[config.mk]
export PLATFORM = sky130hd
export DESIGN_NAME = uart_tx_fetch_engine
export DESIGN_NICKNAME = d
export VERILOG_FILES = /design/src/rtl/uart_pkg.sv /design/src/rtl/uart_tx_char_buffer.sv /design/src/rtl/uart_tx_fetch_engine.sv
export SDC_FILE = /design/constraint.sdc
export NUM_CORES = 1
export LEC_CHECK = 0
export BUFFER_PORTS_ARGS = -buffer_cell sky130_fd_sc_hd__buf_4
export CELL_PAD_IN_SITES_DETAIL_PLACEMENT = 1
export CELL_PAD_IN_SITES_GLOBAL_PLACEMENT = 2
export CORE_MARGIN = 2
export CORE_UTILIZATION = 28
export DETAILED_ROUTE_END_ITERATION = 10
export HOLD_SLACK_MARGIN = 0.06
export PLACE_DENSITY = 0.92
export SYNTH_ARGS = -nofsm -noshare
export SYNTH_HDL_FRONTEND = slang
export SYNTH_SLANG_ARGS = --single-unit
export TNS_END_PERCENT = 30
[constraint.sdc]
create_clock -name clk -period 4.55 [get_ports clk]
set_clock_uncertainty 0.15 [all_clocks]
set_input_delay 0.91 -clock clk [delete_from_list [all_inputs] [get_ports clk]]
set_output_delay 0.91 -clock clk [all_outputs]
set_load 0.05 [all_outputs]
[src/rtl/uart_pkg.sv]
// Shared UART definitions: bus widths and the state encodings used by the
// transmit fetch engine.
package uart_pkg;

  localparam int UART_ADDR_W = 16;
  localparam int UART_DATA_W = 32;
  localparam int UART_CHAR_W = 8;

  typedef enum logic [1:0] {
    F_IDLE,
    F_REQ,
    F_WAIT
  } fetch_state_t;

  typedef enum logic {
    S_IDLE,
    S_WAIT
  } send_state_t;

endpackage

[src/rtl/uart_tx_char_buffer.sv]
// One-entry character holding register between the memory fetch and the
// transmitter; a fill in the same cycle as a drain leaves the entry valid.
module uart_tx_char_buffer
  import uart_pkg::*;
(
  input  logic                   clk,
  input  logic                   rst,
  input  logic                   fill,
  input  logic [UART_CHAR_W-1:0] fill_char,
  input  logic                   drain,
  output logic                   valid,
  output logic [UART_CHAR_W-1:0] buf_char
);

  logic                   valid_q, valid_d;
  logic [UART_CHAR_W-1:0] char_q,  char_d;

  // NOTE: every always_comb output gets a default first so no path can infer a latch.
  always_comb begin
    valid_d = valid_q;
    char_d  = char_q;
    if (drain) valid_d = 1'b0;
    if (fill) begin
      valid_d = 1'b1;
      char_d  = fill_char;
    end
  end

  // NOTE: state registers use non-blocking assignments so all flops update together at the edge.
  always_ff @(posedge clk) begin
    if (rst) begin
      valid_q <= 1'b0;
      char_q  <= '0;
    end else begin
      valid_q <= valid_d;
      char_q  <= char_d;
    end
  end

  assign valid    = valid_q;
  assign buf_char = char_q;

endmodule

[src/rtl/uart_tx_fetch_engine.sv]
// Transmit-side DMA engine: reads one character per word from [start, stop)
// over Avalon-MM and hands each to the transmitter, prefetching one ahead.
module uart_tx_fetch_engine
  import uart_pkg::*;
#(
  parameter int ADDR_STEP = 1
) (
  input  logic                   clk,
  input  logic                   rst,
  input  logic                   control_trans_start,
  input  logic [UART_ADDR_W-1:0] control_trans_start_addr,
  input  logic [UART_ADDR_W-1:0] control_trans_stop_addr,
  output logic                   control_trans_work,
  output logic [UART_CHAR_W-1:0] trans_char,
  output logic                   trans_start,
  input  logic                   trans_finish,
  output logic                   avm_m1_read,
  output logic                   avm_m1_write,
  output logic [UART_ADDR_W-1:0] avm_m1_address,
  output logic [UART_DATA_W-1:0] avm_m1_writedata,
  input  logic                   avm_m1_waitrequest,
  input  logic                   avm_m1_readdatavalid,
  input  logic [UART_DATA_W-1:0] avm_m1_readdata
);

  fetch_state_t           fetch_state_q, fetch_state_d;
  send_state_t            send_state_q,  send_state_d;
  logic [UART_ADDR_W-1:0] fetch_addr_q,  fetch_addr_d;
  logic [UART_ADDR_W-1:0] stop_q,        stop_d;
  logic [UART_CHAR_W-1:0] trans_char_q,  trans_char_d;
  logic                   work_q,        work_d;

  logic                   start_accept;
  logic                   buf_fill;
  logic                   buf_valid;
  logic [UART_CHAR_W-1:0] buf_char;
  logic                   unused_readdata;

  assign start_accept    = control_trans_start && !work_q;
  assign unused_readdata = ^avm_m1_readdata[UART_DATA_W-1:UART_CHAR_W];

  // Fetch side. The read is launched directly from the start so it appears the
  // cycle after acceptance rather than one cycle later via the idle check.
  always_comb begin
    fetch_state_d = fetch_state_q;
    fetch_addr_d  = fetch_addr_q;
    stop_d        = stop_q;
    buf_fill      = 1'b0;
    if (start_accept) begin
      fetch_addr_d = control_trans_start_addr;
      stop_d       = control_trans_stop_addr;
    end
    unique case (fetch_state_q)
      F_IDLE: begin
        if (start_accept) begin
          if (control_trans_start_addr != control_trans_stop_addr) fetch_state_d = F_REQ;
        end else if (work_q && !buf_valid && fetch_addr_q != stop_q) begin
          fetch_state_d = F_REQ;
        end
      end
      F_REQ: begin
        if (!avm_m1_waitrequest) begin
          fetch_state_d = F_WAIT;
          fetch_addr_d  = fetch_addr_q + UART_ADDR_W'(ADDR_STEP);
        end
      end
      F_WAIT: begin
        if (avm_m1_readdatavalid) begin
          buf_fill      = 1'b1;
          fetch_state_d = F_IDLE;
        end
      end
      default: fetch_state_d = F_IDLE;
    endcase
  end

  // Send side; trans_char shows the buffer during the load pulse and then holds.
  always_comb begin
    send_state_d = send_state_q;
    trans_start  = 1'b0;
    trans_char_d = trans_char_q;
    unique case (send_state_q)
      S_IDLE: begin
        if (buf_valid) begin
          trans_start  = 1'b1;
          trans_char_d = buf_char;
          send_state_d = S_WAIT;
        end
      end
      S_WAIT: if (trans_finish) send_state_d = S_IDLE;
      default: send_state_d = S_IDLE;
    endcase
  end

  always_comb begin
    work_d = work_q;
    if (start_accept) begin
      work_d = 1'b1;
    end else if (work_q && fetch_addr_q == stop_q && fetch_state_q == F_IDLE &&
                 !buf_valid && send_state_q == S_IDLE) begin
      work_d = 1'b0;
    end
  end

  always_ff @(posedge clk) begin
    if (rst) begin
      fetch_state_q <= F_IDLE;
      send_state_q  <= S_IDLE;
      fetch_addr_q  <= '0;
      stop_q        <= '0;
      trans_char_q  <= '0;
      work_q        <= 1'b0;
    end else begin
      fetch_state_q <= fetch_state_d;
      send_state_q  <= send_state_d;
      fetch_addr_q  <= fetch_addr_d;
      stop_q        <= stop_d;
      trans_char_q  <= trans_char_d;
      work_q        <= work_d;
    end
  end

  uart_tx_char_buffer u_char_buffer (
    .clk       (clk),
    .rst       (rst),
    .fill      (buf_fill),
    .fill_char (avm_m1_readdata[UART_CHAR_W-1:0]),
    .drain     (trans_start),
    .valid     (buf_valid),
    .buf_char  (buf_char)
  );

  assign control_trans_work = work_q;
  assign trans_char         = trans_char_d;
  assign avm_m1_read        = (fetch_state_q == F_REQ);
  assign avm_m1_write       = 1'b0;
  assign avm_m1_address     = fetch_addr_q;
  assign avm_m1_writedata   = '0;

endmodule

# Word-level counts from Yosys, hierarchy flattened
# Index checks and enable logic that the tools add are counted.
[totals]
reg_bits = 53
inputBits = 70
output_inout_bits = 60
wordCells = 53
[classes]
add_sub_neg = 1
n_eq_ne = 9
muxes = 21
bitwise = 1
n_reduce_logical = 13
[op_table]
columns = ["op", "count"]
rows = [
  ["2-to-1 mux 16 bit", 3],
  ["inequality test 16 bit", 2],
  ["adder 16 x 1 -> 16 bit, second input constant", 1],
  ["== test 16 bit", 1],
  ["2-to-1 mux 8 bit", 2],
  ["2-to-1 mux 2 bit", 5],
  ["2-to-1 mux 1 bit", 9],
  ["logical AND 1 bit", 7],
  ["inequality test 3 bit, second input constant", 2],
  ["one-hot mux 2 bit (3 select lines)", 1],
  ["inequality test 2 bit, second input constant", 2],
  ["AND reduction 4 bit", 1],
  ["nonzero test 2 bit", 2],
  ["== test 2 x 1 -> 1 bit, second input constant", 1],
  ["== test 2 bit, second input constant", 1],
  ["zero test 1 bit", 2],
  ["zero test 2 bit", 1],
  ["one-hot mux 1 bit (2 select lines)", 1],
  ["inverter 1 bit", 1],
]

# Depth between registers and ports, before layout
# Gate-level depths: netlist (run 1).
[logic_depth]
word_depth = 7
mapped_depth = 6
depth_no_buf = 6

# Hierarchy
# From an unflattened synthesis (run 1), not the netlist that was laid out.
[unflattened]
hier_cells = 337
area_unflattened_um2 = 2854.0
[by_module_without_submodules]
columns = ["module", "instances", "cells_each", "area_each_um2", "seq_area_each_um2"]
rows = [
  ["uart_tx_fetch_engine", 1, 307, 2532.4, 880.8],
  ["uart_tx_char_buffer", 1, 30, 321.6, 180.2],
]

# Least setup slack after synthesis (run 1)
# No wires, ideal clock.
[synth_timing]
path_kind = "input to register"
from = "input port avm_m1_waitrequest"
to = "register fetch_addr_q[12] (netlist: avm_m1_address[12])"
setup_time_ps = 73
t_arrival_ps = 2311
t_required_ps = 4327
path_slack_ps = 2016
cell_stages = 5
n_path_buf = 0
cell_sequence = "or3b_1 or4_1 nand2b_4 mux2_4 nor3_2"
[synth_between]
elab_chain_len = 2
[synth_lines]
columns = ["item", "line", "rtl"]
rows = [
  ["start: declaration", "uart_tx_fetch_engine.sv:21", "input logic avm_m1_waitrequest,"],
  ["2-to-1 mux 16 bit", "uart_tx_fetch_engine.sv:62", "if (!avm_m1_waitrequest) begin"],
  ["2-to-1 mux 16 bit", "uart_tx_fetch_engine.sv:53", "unique case (fetch_state_q)"],
  ["end signal: assignment", "uart_tx_fetch_engine.sv:116", "fetch_addr_q <= fetch_addr_d;"],
  ["end: declaration", "uart_tx_fetch_engine.sv:28", "logic [UART_ADDR_W-1:0] fetch_addr_q, fetch_addr_d;"],
]
# No other way between the ends.
# A chain may end at the register's enable or synchronous reset.

# Final worst setup path (run 1)
[layout_timing]
from = "input port avm_m1_waitrequest"
to = "register fetch_addr_q[14] (netlist: avm_m1_address[14])"
# The elaborated chain is that of the path after synthesis.

==> run_results.csv, run 1 <==
group,metric,value,unit
status,status,"finished clean",
setup_path,crit_path_max_fanout,20,
power,switching_power,0.000417,W
grt,grt_max_degree,54,
cts,post_cts_buffers,0,
die,die_h,105,um
power,clkPwrFrac,25.9,%
grt,antenna_found_initial,0,
timing,drv_slew,0,
yosys,yosys-top-cells-area,"dfxtp_1 37%, xor2_1 10%, buf_4 8.6%",
setup_path,critPathCaptureType,"flop",
power,power.leakage,1.66,nW
drt,vias,2522,
timing,rsz0062_at_grt,"no",
drt,drt_iter0_drc,156,
cts,cts_tree,"done",
finish,drive_above_1_share,24.2,%
setup_path,critPathBufInv,1,
drt,wl_per_cell,15.1,um
power,combPwrFrac,27.3,%
setup_path,worst_ep_required_time,4.64,ns
yosys,syn_area,2880,um2
setup_path,startpoint_type,"input pin",
yosys,async_flop_share,0,%
die,die_w,105,um
timing,slew_headroom,31.7,%
drt,ant_nets,0,
drt,drc,0,
grt,grt_pass1_vias,2507,
grt,grt_pass1_wl,13000,um
setup_path,critPathArrivalTime,2.94,ns
finish,area_delta_synth_final,22.1,%
drt,first_pass_iters,5,
cts,cts-root-buf,"clkbuf_8",
setup_path,crit_path_max_incr_delay,0.68,ns
cts,clock_sinks,53,
yosys,yosys.area.top_type,"dfxtp_1",
yosys,synth_edf_count,0,
timing,setup_violations,0,
timing,timing.final.crit_share,62.5,%
cts,cts_hold_buffers,0,
die,io_pins,130,
yosys,synth_seq_cells,53,
yosys,synthFlopType,"dfxtp_1",
grt,grt.total_usage,14.8,%
power,p_int,0.000698,W
setup_path,critical_path.cell_chain,"buf_4 > or3b_1 > or4_1 > nand2b_4 > mux2_4 > nor3_2",
power,peakVddDrop,0.000139,V
yosys,synth_top_area_share,36.9,%
cts,path_clk_slew,0.11,ns
cts,htreeDepth,2,
cts,cts_made_buffers,5,
drt,viasPerCell,4.63,
placed_design,port_buffers,72,
timing,worst_pin_slew,1.02,ns
timing,setup-tns-final,0,ns
worst_hold_path,hold_path_class,"reg2reg",
yosys,synthCells,344,
finish,n_antenna_cell,0,
power,power.total,0.00112,W
power,power_frac_seq,46.9,%
yosys,ys_types,40,
die,core-area,10100,um2
cts,clk_latency,0.32,ns
cts,cts.repair.resized,0,
setup_path,slowest_stage,"or4_1",
cts,clockBufferDepth,2,
job,max-cap-violations,0,
setup_path,critPathKind,"in2reg",
yosys,seq_area_frac_synth,36.9,%
placed_design,gp_congestion,0.793,
drt,wirelength,8220,um
yosys,avgSynthCellArea,8.37,um2
die,dieArea,11100,um2
grt,gr-total-overflow,0,
power,powerDensity,317,nW/um2
timing,finalHoldViolCount,0,
setup_path,cp_top_family,"simple AND/OR/NAND/NOR gates",
die,rows,37,
power,p_sw_share,37.4,%
timing,max_freq,0.351,GHz
timing,finalCriticalPeriod,2.85,ns
yosys,yosys_warnings,0,
finish,fin_nets,479,
die,initial_core_util,28.4,%
placed_design,hpwl,6280,um
[power by group through the flow]
stage	logic (W)	registers (W)	clock network [W]
final	0.000304	0.000523	0.000288
after global routing	0.000328	0.000528	0.000311
after CTS	0.000306	0.000523	0.000296
after detailed placement	0.000305	0.000534	0
after global placement	0.000301	0.000531	0
after floorplan	0.000192	0.000566	0
[per-layer routing]
| metal | vias to the layer above | GRT usage (%) | wire length, um |
|---|---|---|---|
| met5 | - | 0 | 0 |
| met4 | 0 | 4.48 | 108 |
| li1 | 1231 | - | - |
| met3 | 9 | 2.23 | 391 |
| met1 | 1214 | 19.2 | 3610 |
| met2 | 68 | 25.3 | 4110 |
[per-stage QoR]
step           area, um2  util (%)  hold WS (ns)  std cells  setup WS (ns)
2_1_floorplan       3000         -         0.298        376           2.02
3_5_place_dp        3420      33.7         0.313        537           1.40
6_report            3510      34.7         0.326        545           1.70
4_1_cts             3510      34.7         0.327        545           1.72
3_3_place_gp        3420      33.7         0.304        537           1.40
5_1_grt             3510      34.7         0.346        545           1.61
[cell usage in the layout, fill, tap and decap left out, types with 10 or more instances in the layout]
cell and n:
buf_4 75, dfxtp_1 53, nand2_1 50, xor2_1 33
conb_1 33, nor2_1 31, a21oi_1 24, nor2b_1 10
nor4_1 10
[cell usage after synthesis, drive strengths merged (2+ instances only)]
library cell	number
mux2i	8
inv	5
clkbuf	14
mux2	10
nand4	5
nand2b	4
a31oi	2
nor2	31
a311oi	3
a221oi	5
and3	4
dfxtp	53
nor4	11
o21ai	8
buf	36
nand2	50
o21bai	2
a21oi	24
nor3b	2
nor2b	11
a211oi	5
nor3	5
nand3	3
xor2	33
[worst min-delay path: stages (launching register included)]
cell and delay (ns):
dfxtp_1 0.33, nand2_1 0.06, a21oi_1 0.05
[kinds of logic after synthesis]
| family | Yosys count | synth area share (%) |
|---|---|---|
| simple gates | 129 | 22.3 |
| buf+inv | 55 | 11.5 |
| compound gates | 54 | 11.7 |
| flops | 53 | 36.9 |
| xor+xnor | 33 | 10.0 |
| mux | 18 | 6.96 |
| fa+ha+maj | 1 | 0.435 |
| other cells | 1 | 0.130 |
[final cells by class]
cell class | count | area, um2
Clock buffer | 5 | 68.8
Clock inverter | 3 | 25.0
Fill cell | 1232 | 6620
Inverter | 5 | 18.8
Multi-Input combinational cell | 268 | 1610
Sequential cell | 53 | 1060
Tap cell | 136 | 170
Timing Repair Buffer | 75 | 563
[registers in the layout, indices dropped and copies added (netlist names)]
name                    cells
avm_m1_address             16
control_trans_work          1
fetch_state_q               2
send_state_q                1
stop_q                     16
trans_char_q                8
u_char_buffer.buf_char      8
u_char_buffer.valid         1
[path summary, 6_finish.rpt]
check / startpoint / endpoint / slack [ns] / cells after the start
min: stop_q[1] / stop_q[1] / 0.33 / 2
max reg2reg: fetch_state_q[0] / avm_m1_address[14] / 1.93 / 5
min reg2reg: stop_q[1] / stop_q[1] / 0.33 / 2
max: avm_m1_waitrequest / avm_m1_address[14] / 1.70 / 6
Note: power is estimated with default switching activity, not from simulation.
==> run 2: changes to the inputs <==
--- a/config.mk
+++ b/config.mk
@@ -9,10 +9,10 @@
 export CELL_PAD_IN_SITES_DETAIL_PLACEMENT = 1
 export CELL_PAD_IN_SITES_GLOBAL_PLACEMENT = 2
 export CORE_MARGIN = 2
-export CORE_UTILIZATION = 28
+export CORE_UTILIZATION = 26
 export DETAILED_ROUTE_END_ITERATION = 10
 export HOLD_SLACK_MARGIN = 0.06
-export PLACE_DENSITY = 0.92
+export PLACE_DENSITY = 0.87
 export SYNTH_ARGS = -nofsm -noshare
 export SYNTH_HDL_FRONTEND = slang
 export SYNTH_SLANG_ARGS = --single-unit
==> constraint.sdc (replaced) <==
create_clock -name clk -period 2.7 [get_ports clk]
set_clock_uncertainty 0.15 [all_clocks]
set_input_delay 0.54 -clock clk [delete_from_list [all_inputs] [get_ports clk]]
set_output_delay 0.54 -clock clk [all_outputs]
set_load 0.05 [all_outputs]
==> run_results.csv, run 2 (synthesis gave the netlist of run 1 again) <==
group,metric,value,unit
timing,setup_violations,0,
timing,hold_slack,0.262,ns
grt,grt.total_usage,14.3,%
grt,antenna_found_initial,0,
setup_path,r2r_end,"avm_m1_address[12]",
drt,vias,2574,
placed_design,hpwl,6590,um
die,die_w,109,um
power,power.leakage,1.68,nW
setup_path,startpoint_type,"flop",
power,peakVddDrop,0.000222,V
setup_path,r2r_slack,0.46,ns
setup_path,critPathCaptureType,"output pin",
cts,clk_latency,0.32,ns
placed_design,port_buffers,72,
die,initial_core_util,26.5,%
die,die_h,109,um
timing,finalHoldViolCount,0,
grt,grt_pass1_vias,2574,
grt,grt_max_degree,54,
setup_path,critPathKind,"reg2out",
timing,slew_headroom,56.9,%
grt,gr-total-overflow,0,
setup_path,critPathArrivalTime,1.71,ns
worst_hold_path,hold_path_class,"in2reg",
timing,rsz0062_at_grt,"no",
drt,wl_per_cell,15.3,um
setup_path,worst_ep_required_time,2.01,ns
job,max-cap-violations,0,
timing,drv_slew,0,
cts,cts.repair.resized,0,
die,core-area,10800,um2
cts,clockBufferDepth,2,
timing,timing.final.crit_share,88.9,%
cts,cts_tree,"done",
timing,max_freq,0.417,GHz
setup_path,r2r-start,"avm_m1_address[0]",
cts,post_cts_buffers,0,
finish,n_antenna_cell,0,
drt,ant_nets,0,
drt,drc,0,
cts,cts-root-buf,"clkbuf_8",
drt,first_pass_iters,4,
placed_design,gp_congestion,0.767,
setup_path,crit_path_max_fanout,9,
power,powerDensity,533,nW/um2
drt,viasPerCell,4.65,
status,status,"finished clean",
drt,drt_iter0_drc,114,
timing,setup-tns-final,0,ns
drt,wirelength,8490,um
setup_path,crit_path_start,"send_state_q",
die,rows,38,
die,io_pins,130,
grt,grt_pass1_wl,13000,um
timing,finalCriticalPeriod,2.40,ns
cts,cts_made_buffers,5,
setup_path,critPathCapture,"trans_char[1]",
cts,clock_sinks,53,
finish,area_delta_synth_final,23.3,%
setup_path,ff2ff_path_depth,6,
timing,worst_pin_slew,0.645,ns
finish,fin_nets,483,
cts,cts_hold_buffers,0,
cts,path_clk_slew,0.10,ns
finish,mostFrequentLayoutCells,"79 x buf_4, 53 x dfxtp_1, 50 x nand2_1",
cts,htreeDepth,2,
die,dieArea,11900,um2
finish,drive_above_1_share,24.7,%
finish,layout_commonest_cell,"buf_4",
## run 2: final cells by class
cell class,instances,area [um2]
Clock buffer,5,68.8
Clock inverter,3,26.3
Inverter,5,18.8
Multi-Input combinational cell,268,1610
Sequential cell,53,1060
Fill cell,1310,7290
Timing Repair Buffer,79,593
Tap cell,140,175
## run 2: power by group
group          internal [W]  switching (W)  leakage [nW]
clock              0.000190       0.000304        0.0423
combinational      0.000166       0.000350          1.20
sequential         0.000824      0.0000588         0.433
total               0.00118       0.000713          1.68
## run 2: worst min path at each step
stage	from	endpoint	slack, ns	cells after the start
after floorplan	stop_q[0]	stop_q[0]	0.30	2
after global placement	stop_q[5]	stop_q[5]	0.30	2
after detailed placement	stop_q[11]	stop_q[11]	0.31	2
after CTS	trans_finish	send_state_q	0.25	2
after global routing	trans_finish	send_state_q	0.25	2
final	trans_finish	send_state_q	0.26	2
## run 2: per-layer routing
metal	vias to the layer above	GRT usage [%]	share of wire, %
met5	-	0	0
met4	0	5.24	2.0
met2	76	25.6	51
met1	1245	17.5	42
met3	11	1.73	5.3
li1	1242	-	-
## run 2: critical path: stages, from the launching register on
cell,delay [ns]
dfxtp_1,0.37
nand2b_1,0.42
mux2_2,0.41
buf_4,0.19
## run 2: metrics by stage
stage          area [um2]  std cells  total power, W  utilization, %  worst slack (ns)
6_report             3550        553         0.00189            32.7             0.301
5_1_grt              3550        553         0.00198            32.7             0.190
4_1_cts              3550        553         0.00192            32.7             0.241
3_5_place_dp         3450        545         0.00142            31.9             0.264
3_3_place_gp         3450        545         0.00141            31.9             0.303
2_1_floorplan        3000        376         0.00128               -             0.242
==> run 3: changes to the inputs <==
--- a/config.mk
+++ b/config.mk
@@ -12,6 +12,7 @@
 export CORE_UTILIZATION = 26
 export DETAILED_ROUTE_END_ITERATION = 10
 export HOLD_SLACK_MARGIN = 0.06
+export MAX_ROUTING_LAYER = met4
 export PLACE_DENSITY = 0.87
 export SYNTH_ARGS = -nofsm -noshare
 export SYNTH_HDL_FRONTEND = slang
==> run_results.csv, run 3 (synthesis gave the netlist of run 1 again) <==
group,metric,value,unit
finish,design_area,3550,um2
power,peakVddDrop,0.000221,V
setup_path,crit_path_max_incr_delay,0.42,ns
placed_design,port_buffers,72,
setup_path,cp_top_family,"simple AND/OR/NAND/NOR gates",
cts,cts_hold_buffers,0,
power,combPwrFrac,27.2,%
timing,finalCriticalPeriod,2.40,ns
power,p_sw_share,37.7,%
setup_path,worst_ep_required_time,2.01,ns
cts,cts.repair.resized,0,
power,clkPwrFrac,26.1,%
setup_path,critPathCaptureType,"output pin",
drt,drc,0,
finish,mostFrequentLayoutCells,"79 x buf_4, 53 x dfxtp_1, 50 x nand2_1",
power,power_frac_seq,46.7,%
timing,setup_violations,0,
die,io_pins,130,
timing,worst_pin_slew,0.633,ns
die,core-area,10800,um2
cts,cts-root-buf,"clkbuf_8",
drt,wl_per_cell,15.4,um
drt,first_pass_iters,4,
grt,grt.total_usage,14.7,%
timing,hold_slack,0.261,ns
finish,final_util,32.7,%
die,rows,38,
cts,clockBufferDepth,2,
setup_path,critPathArrivalTime,1.71,ns
cts,cts_tree,"done",
power,p_int,0.00118,W
power,powerDensity,533,nW/um2
power,switching_power,0.000713,W
timing,finalHoldViolCount,0,
die,initial_core_util,26.5,%
timing,drv_slew,0,
cts,path_clk_slew,0.10,ns
grt,grt_pass1_vias,2578,
finish,area_delta_synth_final,23.3,%
die,dieArea,11900,um2
die,die_h,109,um
placed_design,placed_area,3450,um2
grt,grt_max_degree,54,
timing,slew_headroom,57.7,%
finish,drive_above_1_share,24.7,%
timing,max_freq,0.417,GHz
timing,rsz0062_at_grt,"no",
grt,gr-total-overflow,0,
finish,layout_commonest_cell,"buf_4",
cts,cts_made_buffers,5,
placed_design,hpwl,6590,um
cts,htreeDepth,2,
job,max-cap-violations,0,
power,power.leakage,1.68,nW
setup_path,crit_path_max_fanout,9,
drt,drt_iter0_drc,115,
cts,clock_sinks,53,
setup_path,slowest_stage,"nand2b_1",
grt,grt_pass1_wl,13000,um
drt,vias,2566,
grt,antenna_found_initial,0,
status,status,"finished clean",
finish,n_antenna_cell,0,
drt,ant_nets,0,
setup_path,critPathKind,"reg2out",
die,die_w,109,um
setup_path,critPathBufInv,1,
cts,post_cts_buffers,0,
finish,fin_nets,483,
setup_path,critical_path.cell_chain,"nand2b_1 > mux2_2 > buf_4",
timing,timing.final.crit_share,88.8,%
worst_hold_path,hold_path_class,"in2reg",
timing,setup-tns-final,0,ns
placed_design,gp_congestion,0.778,
setup_path,startpoint_type,"flop",
drt,viasPerCell,4.64,
drt,wirelength,8490,um
cts,clk_latency,0.32,ns
[run 3: worst register-to-register path: cells and delay by family (launching register included)]
kind,cells,cell delay [ns]
mux,1,0.29
simple gates,4,0.99
flops,1,0.51
fa+ha+maj,1,0.24
[run 3: metrics by stage]
stage               instances  power, W  setup slack, ns
floorplan                 376   0.00128            0.242
global placement          545   0.00141            0.303
detailed placement        545   0.00142            0.264
CTS                       553   0.00192            0.241
global route              553   0.00198            0.190
finish                    553   0.00189            0.302
[run 3: cell type report]
| type | count | area [um2] |
|---|---|---|
| Tap cell | 140 | 175 |
| Clock buffer | 5 | 68.8 |
| Clock inverter | 3 | 26.3 |
| Sequential cell | 53 | 1060 |
| Fill cell | 1310 | 7290 |
| Multi-Input combinational cell | 268 | 1610 |
| Inverter | 5 | 18.8 |
| Timing Repair Buffer | 79 | 593 |
[run 3: layer usage]
metal  share of wire (%)  global-route usage [%]  vias to the layer above
met5                   0                       -                        -
met4                 2.0                    5.24                        0
met3                 5.0                    1.67                       11
met2                  50                    25.6                       70
met1                  43                    17.5                     1241
li1                    -                       -                     1244
[run 3: final timing paths]
kind	slack, ns	endpoint	depth (start not counted)	from
max	0.30	trans_char[1]	3	send_state_q
min	0.26	send_state_q	2	trans_finish
max reg2reg	0.46	avm_m1_address[12]	6	avm_m1_address[0]
min reg2reg	0.33	stop_q[0]	2	stop_q[0]
[run 3: power by group through the flow]
| stage | registers, W | clock network (W) | logic [W] |
|---|---|---|---|
| floorplan | 0.000954 | 0 | 0.000324 |
| global placement | 0.000897 | 0 | 0.000511 |
| detailed placement | 0.000900 | 0 | 0.000519 |
| CTS | 0.000882 | 0.000513 | 0.000521 |
| global route | 0.000890 | 0.000531 | 0.000556 |
| finish | 0.000883 | 0.000494 | 0.000515 |
